**src/rtl/aes_pkg.sv**
```systemverilog
// Shared AES constants: FIPS-197 forward S-box table, its lookup function and the key-expansion round constants.
// Pure constants and functions; no timing or flow control of their own.
package aes_pkg;

    localparam logic [7:0] SBOX [256] = '{
        8'h63, 8'h7c, 8'h77, 8'h7b, 8'hf2, 8'h6b, 8'h6f, 8'hc5, 8'h30, 8'h01, 8'h67, 8'h2b, 8'hfe, 8'hd7, 8'hab, 8'h76,
        8'hca, 8'h82, 8'hc9, 8'h7d, 8'hfa, 8'h59, 8'h47, 8'hf0, 8'had, 8'hd4, 8'ha2, 8'haf, 8'h9c, 8'ha4, 8'h72, 8'hc0,
        8'hb7, 8'hfd, 8'h93, 8'h26, 8'h36, 8'h3f, 8'hf7, 8'hcc, 8'h34, 8'ha5, 8'he5, 8'hf1, 8'h71, 8'hd8, 8'h31, 8'h15,
        8'h04, 8'hc7, 8'h23, 8'hc3, 8'h18, 8'h96, 8'h05, 8'h9a, 8'h07, 8'h12, 8'h80, 8'he2, 8'heb, 8'h27, 8'hb2, 8'h75,
        8'h09, 8'h83, 8'h2c, 8'h1a, 8'h1b, 8'h6e, 8'h5a, 8'ha0, 8'h52, 8'h3b, 8'hd6, 8'hb3, 8'h29, 8'he3, 8'h2f, 8'h84,
        8'h53, 8'hd1, 8'h00, 8'hed, 8'h20, 8'hfc, 8'hb1, 8'h5b, 8'h6a, 8'hcb, 8'hbe, 8'h39, 8'h4a, 8'h4c, 8'h58, 8'hcf,
        8'hd0, 8'hef, 8'haa, 8'hfb, 8'h43, 8'h4d, 8'h33, 8'h85, 8'h45, 8'hf9, 8'h02, 8'h7f, 8'h50, 8'h3c, 8'h9f, 8'ha8,
        8'h51, 8'ha3, 8'h40, 8'h8f, 8'h92, 8'h9d, 8'h38, 8'hf5, 8'hbc, 8'hb6, 8'hda, 8'h21, 8'h10, 8'hff, 8'hf3, 8'hd2,
        8'hcd, 8'h0c, 8'h13, 8'hec, 8'h5f, 8'h97, 8'h44, 8'h17, 8'hc4, 8'ha7, 8'h7e, 8'h3d, 8'h64, 8'h5d, 8'h19, 8'h73,
        8'h60, 8'h81, 8'h4f, 8'hdc, 8'h22, 8'h2a, 8'h90, 8'h88, 8'h46, 8'hee, 8'hb8, 8'h14, 8'hde, 8'h5e, 8'h0b, 8'hdb,
        8'he0, 8'h32, 8'h3a, 8'h0a, 8'h49, 8'h06, 8'h24, 8'h5c, 8'hc2, 8'hd3, 8'hac, 8'h62, 8'h91, 8'h95, 8'he4, 8'h79,
        8'he7, 8'hc8, 8'h37, 8'h6d, 8'h8d, 8'hd5, 8'h4e, 8'ha9, 8'h6c, 8'h56, 8'hf4, 8'hea, 8'h65, 8'h7a, 8'hae, 8'h08,
        8'hba, 8'h78, 8'h25, 8'h2e, 8'h1c, 8'ha6, 8'hb4, 8'hc6, 8'he8, 8'hdd, 8'h74, 8'h1f, 8'h4b, 8'hbd, 8'h8b, 8'h8a,
        8'h70, 8'h3e, 8'hb5, 8'h66, 8'h48, 8'h03, 8'hf6, 8'h0e, 8'h61, 8'h35, 8'h57, 8'hb9, 8'h86, 8'hc1, 8'h1d, 8'h9e,
        8'he1, 8'hf8, 8'h98, 8'h11, 8'h69, 8'hd9, 8'h8e, 8'h94, 8'h9b, 8'h1e, 8'h87, 8'he9, 8'hce, 8'h55, 8'h28, 8'hdf,
        8'h8c, 8'ha1, 8'h89, 8'h0d, 8'hbf, 8'he6, 8'h42, 8'h68, 8'h41, 8'h99, 8'h2d, 8'h0f, 8'hb0, 8'h54, 8'hbb, 8'h16
    };

    // Index 0 is unused so that round i of key expansion reads RCON[i] directly.
    localparam logic [7:0] RCON [11] = '{
        8'h00, 8'h01, 8'h02, 8'h04, 8'h08, 8'h10, 8'h20, 8'h40, 8'h80, 8'h1b, 8'h36
    };

    function automatic logic [7:0] sbox(input logic [7:0] b);
        return SBOX[b];
    endfunction

endpackage

```
**src/rtl/aes_sbox.sv**
```systemverilog
// One-byte AES forward S-box: zero-latency combinational lookup plus a 1-cycle registered copy with valid.
// No backpressure; accepts a new byte every cycle.
module aes_sbox
    import aes_pkg::*;
(
    input  logic       clk,
    input  logic       rst_n,
    input  logic [7:0] in,
    input  logic       in_valid,
    output logic [7:0] out,
    output logic [7:0] out_q,
    output logic       out_valid
);

    assign out = sbox(in);

    // out_q keeps its last result while idle so downstream can re-read it.
    always_ff @(posedge clk) begin
        if (!rst_n) begin
            out_q     <= 8'h00;
            out_valid <= 1'b0;
        end else begin
            out_valid <= in_valid;
            if (in_valid) begin
                out_q <= sbox(in);
            end
        end
    end

endmodule

```
**config.mk**
```make
export PLATFORM = sky130hd
export DESIGN_NAME = aes_sbox
export DESIGN_NICKNAME = d
export VERILOG_FILES = /design/src/rtl/aes_pkg.sv /design/src/rtl/aes_sbox.sv
export SDC_FILE = /design/constraint.sdc
export NUM_CORES = 1
export LEC_CHECK = 0
export CORE_MARGIN = 2
export CORE_UTILIZATION = 25
export DETAILED_ROUTE_END_ITERATION = 8
export PLACE_DENSITY = 0.41
export SKIP_LAST_GASP = 1
export SLEW_MARGIN = 15
export SYNTH_ARGS = -nofsm -noshare
export SYNTH_HDL_FRONTEND = slang
export SYNTH_SLANG_ARGS = --single-unit
```
**constraint.sdc**
```tcl
create_clock -name clk -period 4.9 [get_ports clk]
set_input_delay 0.49 -clock clk [delete_from_list [all_inputs] [get_ports clk]]
set_output_delay 0.49 -clock clk [all_outputs]
set_load 0.03 [all_outputs]
```
==> flow_summary.json, run 1 <==
{
  "status": "completed",
  "grt_pass1_vias": 4912,
  "setup.worst_path.class": "input pin to primary output",
  "die_x_um": 125.8,
  "path_clk_slew_ns": 0.04,
  "ys_seq_area_frac": 0.04862,
  "ctsResizeCount": 0,
  "cp.required_ns": 4.41,
  "die_h_um": 125.8,
  "grt_remaining_overflow": 0,
  "cellInternalPower_w": 0.0003539,
  "synth-compound-area-share": 0.4443,
  "start_util": 0.2550,
  "netlist_area_um2": 3706,
  "cts_buffers": 3,
  "grtUsageTotal": 0.2800,
  "cts_setup_buffers": 0,
  "numPortBuffers": 27,
  "syn_avg_cell_area_um2": 6.513,
  "pwr-share-clk": 0.199,
  "cts_hold_buf": 0,
  "ir_worst_vdd_mv": 0.1095,
  "crit_arrival_ns": 4.25,
  "finalCritPeriodShare": 0.9676,
  "antenna_found_initial": 0,
  "fin_worst_skew_ns": 0,
  "end_kind": "primary output",
  "sw_frac_of_total": 0.5171,
  "max_freq_ghz": 0.2109,
  "root_buffer": "clkbuf_16",
  "vias_per_cell": 6.790,
  "drive_above_1_share": 0.1341,
  "synthCells": 569,
  "maxSlewViolCount": 0,
  "nets": 601,
  "ys_async_sr_fraction": 0,
  "finalCriticalPeriod_ns": 4.741,
  "io_pins": 28,
  "core_um2": 14530,
  "ant_nets": 0,
  "finalSetupViolCount": 0,
  "syn_to_final_growth_pct": 13.94,
  "grt_start_max_net_pins": 95,
  "gp_congestion": 1.020,
  "wl_um": 23280,
  "ys_types": 69,
  "maxCapViolCount": 0,
  "slew_headroom": 0.2645,
  "ys.flop_type": "dfxtp_1",
  "seqPwrFrac": 0.113,
  "synth_adder_area_share": 0.05064,
  "clockBufferDepth": 2,
  "yosys_warnings": 0,
  "grt_pass1_wl_um": 33780,
  "combPwrFrac": 0.688,
  "drc": 0,
  "rsz0062_at_grt": "no",
  "p_leak_nw": 1.507,
  "synth_top_family_by_area": "compound AO/OA/AOI/OAI gates",
  "drt_iter0_drc": 757,
  "switchingPower_w": 0.0003789,
  "worstMarginPinSlew_ns": 1.100,
  "cts.sinks": 9,
  "hold_viol": 0,
  "layout.cells.non_filler": 758,
  "num_rows": 44,
  "clk_latency_ns": 0.23,
  "diodes": 0,
  "fillers": 1659,
  "synth_enable_flop_cells": 0,
  "dieArea_um2": 15810,
  "ys_ff_latch": 9,
  "cp_max_fo": 32,
  "dp_hpwl_um": 17010,
  "cts_tree": "built",
  "yosys.area_share.simple": 0.3018,
  "hold_path_class": "register to register",
  "syn_nets": 595,
  "setup_ws_ns": 0.1589,
  "dpl_worst_slack_ns": 0.3019,
  "drt-wirelength-per-cell_um": 30.71,
  "synth_xor_area_frac": 0.002363,
  "start_kind": "input pin",
  "h-tree-depth": 1,
  "powerDensity_nw_per_um2": 173.5,
  "setup_tns_ns": 0,
  "firstDrtPassIters": 8,
  "via_count": 5147,
  "synthMuxAreaShare": 0.04018,
  "placed_cells": 754
}
[layer usage]
metal / GRT usage / up-vias / share of wire
li1: - / 2188 / -
met1: 0.3677 / 2436 / 0.39
met2: 0.4305 / 439 / 0.43
met3: 0.06032 / 84 / 0.12
met4: 0.1461 / 0 / 0.062
met5: 0 / - / 0
[power groups by stage]
stage / Combinational [W] / Sequential, W / Clock [W]
4_1_cts: 0.000486 / 0.0000831 / 0.000147
3_5_place_dp: 0.000484 / 0.0000843 / 0
5_1_grt: 0.000524 / 0.0000835 / 0.000149
6_report: 0.000504 / 0.0000829 / 0.000145
3_3_place_gp: 0.000501 / 0.0000839 / 0
2_1_floorplan: 0.000287 / 0.0000971 / 0
[synthesized netlist by cell type (all sizes together), types with 17 or more instances]
master | count | share of area
nand3 | 24 | 0.032
a21oi | 40 | 0.054
nor2 | 31 | 0.032
clkbuf | 17 | 0.017
nand2b | 24 | 0.041
nor2b | 22 | 0.038
nor3 | 25 | 0.034
a311oi | 17 | 0.040
buf | 50 | 0.082
nand2 | 52 | 0.055
a31oi | 17 | 0.029
o21ai | 44 | 0.059
[cell families (layout without fill, tap and decap cells)]
| group | Yosys count | after routing |
|---|---|---|
| buffers and inverters | 80 | 85 |
| adder cells (fa/ha/maj) | 15 | 15 |
| AND/OR/NAND/NOR | 217 | 217 |
| flip-flops | 9 | 9 |
| AO/OA/AOI/OAI | 234 | 234 |
| multiplexers | 13 | 13 |
| XOR/XNOR | 1 | 1 |
[state kept, by name, summed over array words and instances (netlist names)]
register / count
out_q: 8
out_valid: 1
[path summary, 6_finish.rpt]
path	startpoint	slack, ns	to	cells past startpoint
setup / recovery	in[1]	0.16	out[7]	9
hold / removal	out_q[1]$_SDFFE_PN0P_	0.48	out_q[1]$_SDFFE_PN0P_	2
setup reg to reg	out_q[4]$_SDFFE_PN0P_	4.19	out_q[4]$_SDFFE_PN0P_	2
hold reg to reg	out_q[1]$_SDFFE_PN0P_	0.48	out_q[1]$_SDFFE_PN0P_	2
[cell usage in the layout, fill, tap and decap left out, types with 9 or more instances in the layout]
| master | synthesis | final |
|---|---|---|
| a211oi_1 | 10 | 10 |
| nand3_1 | 24 | 24 |
| inv_1 | 12 | 12 |
| o211ai_1 | 14 | 14 |
| buf_4 | 9 | 45 |
| o21ai_0 | 42 | 42 |
| clkdlybuf4s50_1 | 0 | 18 |
| nand2b_1 | 24 | 24 |
| nor2b_1 | 21 | 21 |
| a21oi_1 | 40 | 40 |
| nand2_1 | 51 | 51 |
| a311oi_1 | 17 | 17 |
| o311ai_0 | 13 | 13 |
| o31ai_1 | 11 | 11 |
| dfxtp_1 | 9 | 9 |
| a31oi_1 | 17 | 17 |
| nor2_1 | 30 | 30 |
| ha_1 | 15 | 15 |
| nor3_1 | 25 | 25 |
[worst max-delay path: stages]
cell	delay, ns
clkdlybuf4s50_1	0.48
buf_4	0.39
ha_1	0.32
nor2b_1	0.59
nor3_1	0.10
o21ai_0	0.46
a311oi_1	0.18
or4_4	0.60
clkdlybuf4s50_1	0.62
[through the flow]
step	area (µm²)	hold WS [ns]	total power, W	util
global route	4223	0.5008	0.0007562	0.2905
CTS	4223	0.4852	0.0007155	0.2905
finish	4223	0.4811	0.0007328	0.2905
floorplan	3706	0.5983	0.0003836	-
global placement	4143	0.4630	0.0005846	0.2850
detailed placement	4144	0.4662	0.0005687	0.2851
[layout make-up]
class	count	area, µm²	area share
tap	184	230.2	0.05452
multi-input combinational	480	3112	0.7369
clock buffer	4	78.83	0.01867
inverter	13	48.80	0.01156
sequential	9	180.2	0.04267
timing repair buffer	68	573.1	0.1357
No activity file was read; power rests on OpenSTA's default activity.
==> inputs of run 2 (changes only) <==
--- a/config.mk
+++ b/config.mk
@@ -8,6 +8,7 @@
 export CORE_MARGIN = 2
 export CORE_UTILIZATION = 25
 export DETAILED_ROUTE_END_ITERATION = 8
+export GPL_TIMING_DRIVEN = 0
 export PLACE_DENSITY = 0.41
 export SKIP_LAST_GASP = 1
 export SLEW_MARGIN = 15
==> run 2 against run 1 <==
Compared with the run above:
- first-iteration DRC count up 24%
- clock skew is the same
- cell count up 3.3%
- final area grew 2.3%
- sequential share of layout area down 0.094 points
- combinational power grew 8.5%
- setup slack worse by 0.14 ns
- core utilization is 0.65 points higher
- critical path type unchanged
- critical endpoint is now out[0]
==> flow_summary.json, run 2 (same netlist as run 1, synthesis figures left out) <==
{
  "status": "completed",
  "rrSetupSlack_ns": 4.18,
  "via_count": 5663,
  "fillers": 1669,
  "syn_to_final_growth_pct": 16.51,
  "grt_pass1_vias": 5390,
  "clockBufferDepth": 2,
  "setup_ws_ns": 0.02008,
  "dp_hpwl_um": 21080,
  "ant_nets": 0,
  "setup.worst_path.class": "input pin to primary output",
  "grt_pass1_wl_um": 40350,
  "num_rows": 44,
  "hold_viol": 0,
  "p_leak_nw": 1.548,
  "cts.sinks": 9,
  "antenna_found_initial": 1,
  "path_clk_slew_ns": 0.04,
  "die_h_um": 125.8,
  "diodes": 0,
  "core_um2": 14530,
  "wl_um": 28710,
  "grt_start_max_net_pins": 16,
  "finalCritPeriodShare": 0.9959,
  "cp_max_fo": 15,
  "vias_per_cell": 7.232,
  "io_pins": 28,
  "holdWs_ns": 0.4732,
  "final_common_cell": "nand2_1",
  "largest_reg_flops": 8,
  "h-tree-depth": 1,
  "placed_cells": 777,
  "cts_buffers": 3,
  "cp.required_ns": 4.41,
  "setup_tns_ns": 0,
  "dpl_worst_slack_ns": -1.411,
  "firstDrtPassIters": 6,
  "drive_above_1_share": 0.1469,
  "crit_arrival_ns": 4.39,
  "root_buffer": "clkbuf_16",
  "drc": 0,
  "finalSetupViolCount": 0,
  "maxSlewViolCount": 0,
  "cts_tree": "built",
  "multi_input_area_um2": 3148,
  "layout.cells.non_filler": 783,
  "grtUsageTotal": 0.3503,
  "worstMarginPinSlew_ns": 1.117,
  "ir_worst_vdd_mv": 0.1115,
  "layout_common_cells": "nand2_1, o21ai_0, a21oi_1, buf_2, nor2_1",
  "reg_top3": "out_q: 8 flops, out_valid: 1 flops",
  "gp_congestion": 1.087,
  "final_util": 0.2971,
  "drt-wirelength-per-cell_um": 36.66,
  "regArea_um2": 180.2,
  "drt_iter0_drc": 941,
  "max_freq_ghz": 0.2049,
  "end_kind": "primary output",
  "finalCriticalPeriod_ns": 4.880,
  "start_kind": "input pin",
  "start_util": 0.2550,
  "hold_path_class": "register to register",
  "maxCapViolCount": 0,
  "nets": 626,
  "clk_latency_ns": 0.24,
  "grt_remaining_overflow": 0,
  "numPortBuffers": 24,
  "fin_worst_skew_ns": 0,
  "powerDensity_nw_per_um2": 180.7,
  "die_x_um": 125.8,
  "rsz0062_at_grt": "no",
  "slew_headroom": 0.2537,
  "dieArea_um2": 15810,
  "max_flop_register": "out_q"
}
run 2: power breakdown:
group          internal (W)   total, W  switching, W
Clock              0.000109   0.000150     0.0000410
Sequential        0.0000801  0.0000828    0.00000269
Combinational      0.000165   0.000547      0.000382
run 2: final cells by class:
| type | instances | share of cell area |
|---|---|---|
| repair buffers | 26 | 0.05882 |
| flip-flops and latches | 9 | 0.04173 |
| inverters | 13 | 0.01217 |
| well taps | 184 | 0.05332 |
| plain buffers | 67 | 0.08664 |
| multi-input cells | 480 | 0.7291 |
| clock buffers | 4 | 0.01826 |
run 2: stage by stage:
step	total power (W)	cell area [µm²]
floorplan	0.0003836	3706
global placement	0.0006126	4177
detailed placement	0.0005952	4177
CTS	0.0007515	4287
global route	0.0007950	4318
finish	0.0007801	4318
run 2: worst paths after layout:
check                                        endpoint                  start  depth (start not counted)
worst max register to register  out_q[4]$_SDFFE_PN0P_  out_q[4]$_SDFFE_PN0P_                          2
worst min-delay path            out_q[2]$_SDFFE_PN0P_  out_q[2]$_SDFFE_PN0P_                          2
worst max-delay path                           out[0]                  in[1]                         13
worst min register to register  out_q[2]$_SDFFE_PN0P_  out_q[2]$_SDFFE_PN0P_                          2
run 2: metal layers:
metal	global-route usage	routed length (µm)	up-vias
li1	-	-	2247
met1	0.4382	10420	2688
met2	0.5447	12390	574
met3	0.09771	3761	154
met4	0.1920	2135	0
met5	0	0	-
run 2: what timing repair did:
action / in CTS / in global routing
resized for setup: 15 / 7
pin swaps: 1 / 0
endpoints found under the setup margin: 9 / 5
hold buffers: 0 / 0
buffers inserted: 2 / 0
run 2: critical path, stage by stage:
cell	delay [ns]
clkbuf_4	0.25
buf_2	0.27
buf_4	0.29
inv_1	0.23
ha_1	0.33
buf_2	0.19
clkbuf_2	0.35
nand2_2	0.24
a311oi_1	0.30
o21ai_0	0.24
a221o_1	0.44
nand2_1	0.08
clkdlybuf4s50_1	0.68
